`src/rtl/fir_pkg.sv`:
```
//==============================================================================
// Module : fir_pkg
// Brief  : Shared types and helpers for the time-multiplexed FIR scheduler.
// Rev    : 1.0 - initial release
//==============================================================================
`default_nettype none

package fir_pkg;

    typedef enum logic [1:0] {
        IDLE = 2'd0,
        MAC  = 2'd1,
        OUT  = 2'd2
    } fir_state_t;

    // Width that holds N_TAPS full-precision products without overflow.
    function automatic int acc_width(input int data_w, input int coeff_w, input int n_taps);
        return data_w + coeff_w + $clog2(n_taps);
    endfunction

    function automatic int default_coef(input int k);
        return k + 1;
    endfunction

endpackage

`default_nettype wire

```
`src/rtl/fir_rr_arbiter.sv`:
```
//==============================================================================
// Module : fir_rr_arbiter
// Brief  : Round-robin arbiter; search starts one past the last granted index.
// Rev    : 1.0 - initial release
//==============================================================================
`default_nettype none

module fir_rr_arbiter #(
    parameter int N_CH = 4
) (
    input  logic                    clk,
    input  logic                    rst,
    input  logic [N_CH-1:0]         req_i,
    input  logic                    en_i,
    output logic                    gnt_valid_o,
    output logic [N_CH-1:0]         gnt_oh_o,
    output logic [$clog2(N_CH)-1:0] gnt_idx_o
);

    localparam int IDX_W = $clog2(N_CH);

    logic [IDX_W-1:0] last_q;
    logic [IDX_W-1:0] cand;
    logic [IDX_W-1:0] idx;
    logic             found;

    always_comb begin
        found = 1'b0;
        idx   = '0;
        cand  = '0;
        for (int i = 1; i <= N_CH; i++) begin
            cand = IDX_W'((int'(last_q) + i) % N_CH);
            if (!found && req_i[cand]) begin
                found = 1'b1;
                idx   = cand;
            end
        end
    end

    assign gnt_valid_o = en_i && found;
    assign gnt_oh_o    = gnt_valid_o ? (N_CH'(1) << idx) : '0;
    assign gnt_idx_o   = idx;

    always_ff @(posedge clk or posedge rst) begin
        if (rst) begin
            last_q <= IDX_W'(N_CH - 1);
        end else if (gnt_valid_o) begin
            last_q <= idx;
        end
    end

endmodule

`default_nettype wire

```
`src/rtl/fir_mac_scheduler.sv`:
```
//==============================================================================
// Module : fir_mac_scheduler
// Brief  : Shares one signed MAC among N_CH FIR channels, round-robin.
//          Define FIR_SAT_EN to saturate results instead of wrapping them.
// Rev    : 1.0 - initial release
//==============================================================================
`default_nettype none

module fir_mac_scheduler
    import fir_pkg::*;
#(
    parameter int N_CH        = 4,
    parameter int N_TAPS      = 4,
    parameter int DATA_WIDTH  = 16,
    parameter int COEFF_WIDTH = 16
) (
    input  logic                       clk,
    input  logic                       rst,
    input  logic [N_CH-1:0]            in_valid,
    input  logic [N_CH*DATA_WIDTH-1:0] in_data,
    output logic [N_CH-1:0]            in_ready,
    input  logic                       coef_we,
    input  logic [$clog2(N_TAPS)-1:0]  coef_addr,
    input  logic [COEFF_WIDTH-1:0]     coef_wdata,
    output logic                       coef_ready,
    output logic                       out_valid,
    input  logic                       out_ready,
    output logic [DATA_WIDTH-1:0]      out_data,
    output logic [$clog2(N_CH)-1:0]    out_ch,
    output logic                       busy
);

    localparam int CH_W   = $clog2(N_CH);
    localparam int TAP_W  = $clog2(N_TAPS);
    localparam int PROD_W = DATA_WIDTH + COEFF_WIDTH;
    localparam int ACC_W  = acc_width(DATA_WIDTH, COEFF_WIDTH, N_TAPS);

    fir_state_t                    state_q, state_d;
    logic [N_CH-1:0]               pending_q, pending_d;
    logic signed [DATA_WIDTH-1:0]  sample_q [N_CH];
    logic signed [DATA_WIDTH-1:0]  sample_d [N_CH];
    logic signed [DATA_WIDTH-1:0]  hist_q [N_CH][N_TAPS];
    logic signed [DATA_WIDTH-1:0]  hist_d [N_CH][N_TAPS];
    logic signed [COEFF_WIDTH-1:0] coef_q [N_TAPS];
    logic signed [COEFF_WIDTH-1:0] coef_d [N_TAPS];
    logic signed [ACC_W-1:0]       acc_q, acc_d;
    logic [TAP_W-1:0]              tap_q, tap_d;
    logic [CH_W-1:0]               ch_q, ch_d;
    logic [DATA_WIDTH-1:0]         out_data_q, out_data_d;
    logic [CH_W-1:0]               out_ch_q, out_ch_d;

    logic                          grant_valid;
    logic [N_CH-1:0]               grant_oh;
    logic [CH_W-1:0]               grant_idx;
    logic signed [PROD_W-1:0]      prod;
    logic signed [ACC_W-1:0]       sum;
    logic [DATA_WIDTH-1:0]         result;

    fir_rr_arbiter #(
        .N_CH        (N_CH)
    ) u_arb (
        .clk         (clk),
        .rst         (rst),
        .req_i       (pending_q),
        .en_i        (state_q == IDLE),
        .gnt_valid_o (grant_valid),
        .gnt_oh_o    (grant_oh),
        .gnt_idx_o   (grant_idx)
    );

    assign prod = PROD_W'(hist_q[ch_q][tap_q]) * PROD_W'(coef_q[tap_q]);
    assign sum  = acc_q + ACC_W'(prod);

`ifdef FIR_SAT_EN
    localparam logic signed [ACC_W-1:0] SAT_MAX = {{(ACC_W-DATA_WIDTH+1){1'b0}}, {(DATA_WIDTH-1){1'b1}}};
    localparam logic signed [ACC_W-1:0] SAT_MIN = {{(ACC_W-DATA_WIDTH+1){1'b1}}, {(DATA_WIDTH-1){1'b0}}};

    always_comb begin
        if (sum > SAT_MAX) begin
            result = SAT_MAX[DATA_WIDTH-1:0];
        end else if (sum < SAT_MIN) begin
            result = SAT_MIN[DATA_WIDTH-1:0];
        end else begin
            result = sum[DATA_WIDTH-1:0];
        end
    end
`else
    assign result = sum[DATA_WIDTH-1:0];
`endif

    always_comb begin
        state_d    = state_q;
        pending_d  = pending_q;
        sample_d   = sample_q;
        hist_d     = hist_q;
        coef_d     = coef_q;
        acc_d      = acc_q;
        tap_d      = tap_q;
        ch_d       = ch_q;
        out_data_d = out_data_q;
        out_ch_d   = out_ch_q;

        // A busy slot cannot be overwritten, so in_valid is ignored there.
        for (int c = 0; c < N_CH; c++) begin
            if (in_valid[c] && !pending_q[c]) begin
                pending_d[c] = 1'b1;
                sample_d[c]  = in_data[c*DATA_WIDTH +: DATA_WIDTH];
            end
        end

        if (coef_we && state_q != MAC) begin
            coef_d[coef_addr] = coef_wdata;
        end

        case (state_q)
            IDLE: begin
                if (grant_valid) begin
                    for (int k = N_TAPS - 1; k > 0; k--) begin
                        hist_d[grant_idx][k] = hist_q[grant_idx][k-1];
                    end
                    hist_d[grant_idx][0] = sample_q[grant_idx];
                    pending_d = pending_d & ~grant_oh;
                    acc_d     = '0;
                    tap_d     = '0;
                    ch_d      = grant_idx;
                    state_d   = MAC;
                end
            end
            MAC: begin
                acc_d = sum;
                tap_d = tap_q + 1'b1;
                if (tap_q == TAP_W'(N_TAPS - 1)) begin
                    out_data_d = result;
                    out_ch_d   = ch_q;
                    state_d    = OUT;
                end
            end
            OUT: begin
                if (out_ready) begin
                    state_d = IDLE;
                end
            end
            default: state_d = IDLE;
        endcase
    end

    always_ff @(posedge clk or posedge rst) begin
        if (rst) begin
            state_q    <= IDLE;
            pending_q  <= '0;
            acc_q      <= '0;
            tap_q      <= '0;
            ch_q       <= '0;
            out_data_q <= '0;
            out_ch_q   <= '0;
            for (int c = 0; c < N_CH; c++) begin
                sample_q[c] <= '0;
                for (int k = 0; k < N_TAPS; k++) begin
                    hist_q[c][k] <= '0;
                end
            end
            for (int k = 0; k < N_TAPS; k++) begin
                coef_q[k] <= COEFF_WIDTH'(default_coef(k));
            end
        end else begin
            state_q    <= state_d;
            pending_q  <= pending_d;
            sample_q   <= sample_d;
            hist_q     <= hist_d;
            coef_q     <= coef_d;
            acc_q      <= acc_d;
            tap_q      <= tap_d;
            ch_q       <= ch_d;
            out_data_q <= out_data_d;
            out_ch_q   <= out_ch_d;
        end
    end

    assign in_ready   = ~pending_q;
    assign coef_ready = (state_q != MAC);
    assign out_valid  = (state_q == OUT);
    assign busy       = (state_q != IDLE);
    assign out_data   = out_data_q;
    assign out_ch     = out_ch_q;

endmodule

`default_nettype wire
```
`config.mk`:
```
export PLATFORM = sky130hd
export DESIGN_NAME = fir_mac_scheduler
export DESIGN_NICKNAME = d
export VERILOG_FILES = /design/src/rtl/fir_pkg.sv /design/src/rtl/fir_rr_arbiter.sv /design/src/rtl/fir_mac_scheduler.sv
export SDC_FILE = /design/constraint.sdc
export NUM_CORES = 1
export LEC_CHECK = 0
export ABC_AREA = 1
export ABC_CLOCK_PERIOD_IN_PS = 34200
export CORE_MARGIN = 2
export CORE_UTILIZATION = 30
export DETAILED_ROUTE_END_ITERATION = 8
export PLACE_DENSITY = 0.46
export RECOVER_POWER = 50
export SYNTH_ARGS = -nofsm -noshare
export SYNTH_HDL_FRONTEND = slang
export SYNTH_SLANG_ARGS = --single-unit
```
`constraint.sdc`:
```
create_clock -name clk -period 34.2 [get_ports clk]
set_clock_uncertainty 0.2 [all_clocks]
set_input_delay 6.84 -clock clk [delete_from_list [all_inputs] [get_ports clk]]
set_output_delay 6.84 -clock clk [all_outputs]
set_load 0.02 [all_outputs]
```
==> After elaboration in Yosys (flattened, before gate mapping) <==
Index checks and enable logic that the tools add are counted.
{ "op_classes": {"muxes": 61, "multipliers": 1, "add_sub_neg": 6, "eq_ne": 7, "shift": 1, "reduce_logical": 25, "n_lt_le_gt_ge": 10, "n_bitwise": 7} }
{ "ops": {"columns": ["op", "count"], "rows": [
  ["bitwise mux 256 bit", 4],
  ["demux 64 bit (select 2 bit)", 4],
  ["2-to-1 mux 64 bit", 5],
  ["binary-select mux 64 bit (select 2 bit)", 2],
  ["2-to-1 mux 16 bit", 8],
  ["binary-select mux 16 bit (select 2 bit)", 3],
  ["one-hot mux 34 bit (2 select lines)", 1],
  ["bitwise mux 64 bit", 1],
  ["2-to-1 mux 48 bit", 1],
  ["adder 34 x 32 -> 34 bit", 1],
  ["2-to-1 mux 34 bit", 1],
  ["demux 16 bit (select 2 bit)", 1],
  ["multiplier 16 x 16 -> 32 bit", 1],
  ["2-to-1 mux 32 bit", 1],
  ["2-to-1 mux 2 bit", 8],
  [">= comparator 3 bit (second input constant)", 4],
  ["less-than comparator 2 x 3 -> 1 bit (second input constant)", 4],
  ["2-to-1 mux 1 bit", 12],
  ["2-to-1 mux 4 bit", 3],
  ["NOT 2 -> 3 bit", 4],
  ["logical AND 1 bit", 11],
  ["binary-select mux 1 bit (select 2 bit)", 4],
  ["NOT 4 bit", 2],
  ["zero test 1 bit", 7],
  ["15 further kinds", 25]
]} }
{ "totals": {"word_cells": 150, "reg_bits": 448, "input_bits": 90} }

==> Logic depth before layout (Yosys ltp) <==
{ "logic_depth": {"word_depth": 22, "depth_mapped": 36, "depth_no_buf": 34} }

==> Cells and area by module <==
Synthesis repeated with hierarchy kept, for this count alone.
{ "hier_totals": {"hier_cells": 2956, "hier_area_um2": 25052.8} }
{ "modules_own_cells": {"columns": ["mod", "instances", "cells_per_inst", "area_each_um2"], "rows": [
  ["fir_mac_scheduler", 1, 2879, 24606.1],
  ["fir_rr_arbiter", 1, 77, 446.7]
]} }

==> Worst setup path after synthesis <==
No wires, ideal clock.
{ "synth_path": {"path_type": "register to output", "start": "register state_q[0]", "end": "output port coef_ready", "path_stages_with_launch": 5, "n_path_buf": 1, "t_required_ns": 27.160, "t_arrival_ns": 1.035, "path_slack_ns": 26.125, "path_cell_list": "dfrtp_1 inv_1 nor2_1 inv_1 clkbuf_1"} }
{ "synth_between": {"elab_chain_len": 1} }
{ "synth_rtl": {"columns": ["element", "line", "rtl"], "rows": [
  ["start: declaration", "fir_mac_scheduler.sv:38", "fir_state_t state_q, state_d;"],
  ["start signal: assignment", "fir_mac_scheduler.sv:166", "state_q <= state_d;"],
  ["!= test 2 x 1 -> 1 bit", "fir_mac_scheduler.sv:180", "assign coef_ready = (state_q != MAC);"],
  ["end: declaration", "fir_mac_scheduler.sv:25", "output logic coef_ready,"]
]} }
Every way passes these cells.

==> Worst setup path in the final report <==
{ "layout_path": {"start": "register ch_q[0]", "end": "register acc_q[15]"} }
{ "layout_between": {"elab_chain_len": 10} }
{ "layout_rtl": {"columns": ["element", "line", "rtl"], "rows": [
  ["start: declaration", "fir_mac_scheduler.sv:48", "logic [CH_W-1:0] ch_q, ch_d;"],
  ["start signal: assignment", "fir_mac_scheduler.sv:173", "ch_q <= ch_d;"],
  ["NOT 2 -> 3 bit (implied by the code)", "fir_mac_scheduler.sv:71", "assign prod = PROD_W'(hist_q[ch_q][tap_q]) * PROD_W'(coef_q[tap_q]);"],
  ["binary-select mux 64 bit (select 2 bit)", "fir_mac_scheduler.sv:71", null],
  ["2-to-1 mux 64 bit (implied by the code) (2 in a row)", "fir_mac_scheduler.sv:71", null],
  ["binary-select mux 16 bit (select 2 bit)", "fir_mac_scheduler.sv:71", null],
  ["2-to-1 mux 16 bit (implied by the code) (2 in a row)", "fir_mac_scheduler.sv:71", null],
  ["multiplier 16 x 16 -> 32 bit", "fir_mac_scheduler.sv:71", null],
  ["adder 34 x 32 -> 34 bit", "fir_mac_scheduler.sv:72", "assign sum = acc_q + ACC_W'(prod);"],
  ["one-hot mux 34 bit (2 select lines)", "fir_mac_scheduler.sv:115", "case (state_q)"],
  ["end signal: assignment", "fir_mac_scheduler.sv:151", "acc_q <= '0;"],
  ["end signal: assignment", "fir_mac_scheduler.sv:171", "acc_q <= acc_d;"],
  ["end: declaration", "fir_mac_scheduler.sv:46", "logic signed [ACC_W-1:0] acc_q, acc_d;"]
]} }
Every way passes these cells. The select of a mux whose other input is x is not followed.
A chain may end at the register's enable or synchronous reset.

==> reports/results.tsv <==
metric	value	unit
synth_edf_count	0	
io_pins	115	
cts_tree	built	
worstPathMaxFanout	89	
timing.final.crit_share	38.9	%
hold_start	hist_q[65]	
critPathRequiredTime	34.48	ns
area.growth.synth_to_final	13.4	%
worstMarginPinSlew	5.26	ns
final_antenna_net_count	0	
min_period	13.30	ns
pre_cts_ws	23.49	ns
r2r_cells	29	
hold_buffers	0	
synth_cells	3047	
cp-start-kind	register	
clk_path_buf_depth	3	
n_antenna_cell	0	
nets	3330	
fmax	75.2	MHz
drive_gt1_share	7.29	%
drt_iter0_drc	1419	
violations	capacitance limit, slew limit	
cts_root_buf	clkbuf_16	
hp-class	reg2reg	
overflow	0	
timing.critical_path.mode_cell	nand2_1	
grt_pass1_wl	123000	um
critical-path-slowest-cell	clkbuf_1	
worst_path_largest_cell_delay	2.91	ns
async_flop_share	100	%
tns	0	ns
vias	20000	
fin_ws	20.90	ns
worstHoldEndpoint	hist_q[65]	
arrival	13.58	ns
worst-path-buf-inv	7	
status	finished with violations	
avgSynthCellArea	8.35	um2
netlist_area	25400	um2
grt_usage	18.1	%
cts.sinks	430	
timing.rr.start	ch_q[0]	
drc	0	
place_congestion	0.784	
post_cts_resized	0	
hold_violations	0	
drt_pre_antenna_iters	5	
maxSlewViolCount	697	
initial_core_util	30.4	%
die_w	295	um
hpwl	49800	um
slew_headroom	-251	%
maxCapViolations	12	
post_cts_buffers	0	
antenna_found_initial	0	
syn_nets	3297	
wire_per_inst	18.2	um
rows	106	
crit_type	reg2reg	
setup_violations	0	
htree_levels	2	
core	83800	um2
die_y	295	um
cp_top_family	buffers and inverters	
yosysWarnings	0	
synth_ff_type	dfrtp_1	
cts_buffers	51	
cts.clk_slew.worst_paths	0.06	ns
reg2reg_slack	20.90	ns
io_buffers	114	
endpoint_kind	register	
clk_latency	0.64	ns
wl	77300	um
via_per_inst	4.72	
grt_max_degree	163	
hold_depth	2	
worst_r2r_endpoint	acc_q[15]	
grt_setup_unrepaired	false	
die_area	87200	um2
yosysSeqAreaShare	42.3	%
grt_pass1_vias	20200	
yosys.cell_types.count	49	
ys_seq_elements	430	
==> registers in the layout (all words and copies together) (netlist names) <==
name	flops
hist_q	256
sample_q	64
state_q	2
tap_q	2
coef_q	64
acc_q	16
u_arb.last_q	2
ch_q	2
pending_q	4
out_ch	2
out_data	16
==> how the worst max path moves through the flow <==
stage          depth (start not counted)     from            to  slack, ns
2_1_floorplan                          1      rst      acc_q[0]      15.20
5_1_grt                               29  ch_q[0]  out_data[15]      19.86
4_1_cts                                5      rst       ch_q[1]      24.16
6_report                              29  ch_q[0]     acc_q[15]      20.90
3_3_place_gp                           5      rst       ch_q[1]      23.49
3_5_place_dp                           5      rst       ch_q[1]      23.49
==> worst min-delay path, stage by stage (launching register included) <==
cell and delay [ns]:
dfrtp_1 0.34, nand2_1 0.05, nand2_1 0.05
==> cell usage after synthesis, drive strengths merged, types with 43 or more instances <==
cell | instances | area (um2)
fa | 93 | 1860
clkbuf | 79 | 297
nor2 | 133 | 532
o21ai | 347 | 1750
a21oi | 43 | 215
mux2 | 64 | 721
dfrtp | 423 | 10600
a22oi | 50 | 485
nand3 | 256 | 1280
o211ai | 55 | 443
inv | 489 | 1840
buf | 86 | 482
ha | 67 | 838
nand2 | 743 | 2810
==> stage by stage <==
stage	utilization, %	cell area [um2]	cells	hold slack (ns)
after floorplan	-	25400	3047	0.244
after global placement	32.8	27500	4161	0.260
after detailed placement	32.8	27500	4161	0.263
after CTS	34.9	29200	4249	0.279
after global routing	34.4	28900	4249	0.298
final	34.4	28900	4249	0.278
==> routing by layer <==
layer / share of wire (%) / GRT usage (%) / up-vias
li1: - / - / 9828
met1: 49 / 25.9 / 9757
met2: 45 / 29.0 / 365
met3: 4.1 / 2.36 / 91
met4: 2.0 / 4.23 / 0
met5: 0 / 0 / -
==> cell usage in the layout, fill, tap and decap left out, types with 40 or more instances in the layout <==
cell and count:
a21oi_1 43, clkbuf_16 51, clkdlybuf4s50_1 108, dfrtp_1 421, fa_1 93, ha_1 67, inv_1 479, mux2_2 64
nand2_1 741, nand3_1 256, nor2_1 129, o211ai_1 55, o21ai_0 303, o21ai_1 42, o221ai_1 40
==> layout make-up <==
class,count,area [um2]
fill,8912,54900
multi-input combinational,1961,11800
sequential,430,10800
inverter,491,1850
clock buffer,76,1480
tap,1134,1420
timing repair buffer,145,1350
clock inverter,12,228
==> logic make-up after synthesis <==
logic type               count (synthesis)  synth area share, %
multiplexers                            64                 2.83
AND/OR/NAND/NOR                       1163                 18.9
adder cells (fa/ha/maj)                160                 10.6
XOR/XNOR                                19                0.654
flip-flops                             430                 42.3
AO/OA/AOI/OAI                          555                 14.4
buffers and inverters                  656                 10.3
Power is not shown: default switching activity piles up to over one toggle a cycle in this logic, so the estimate is an artifact.
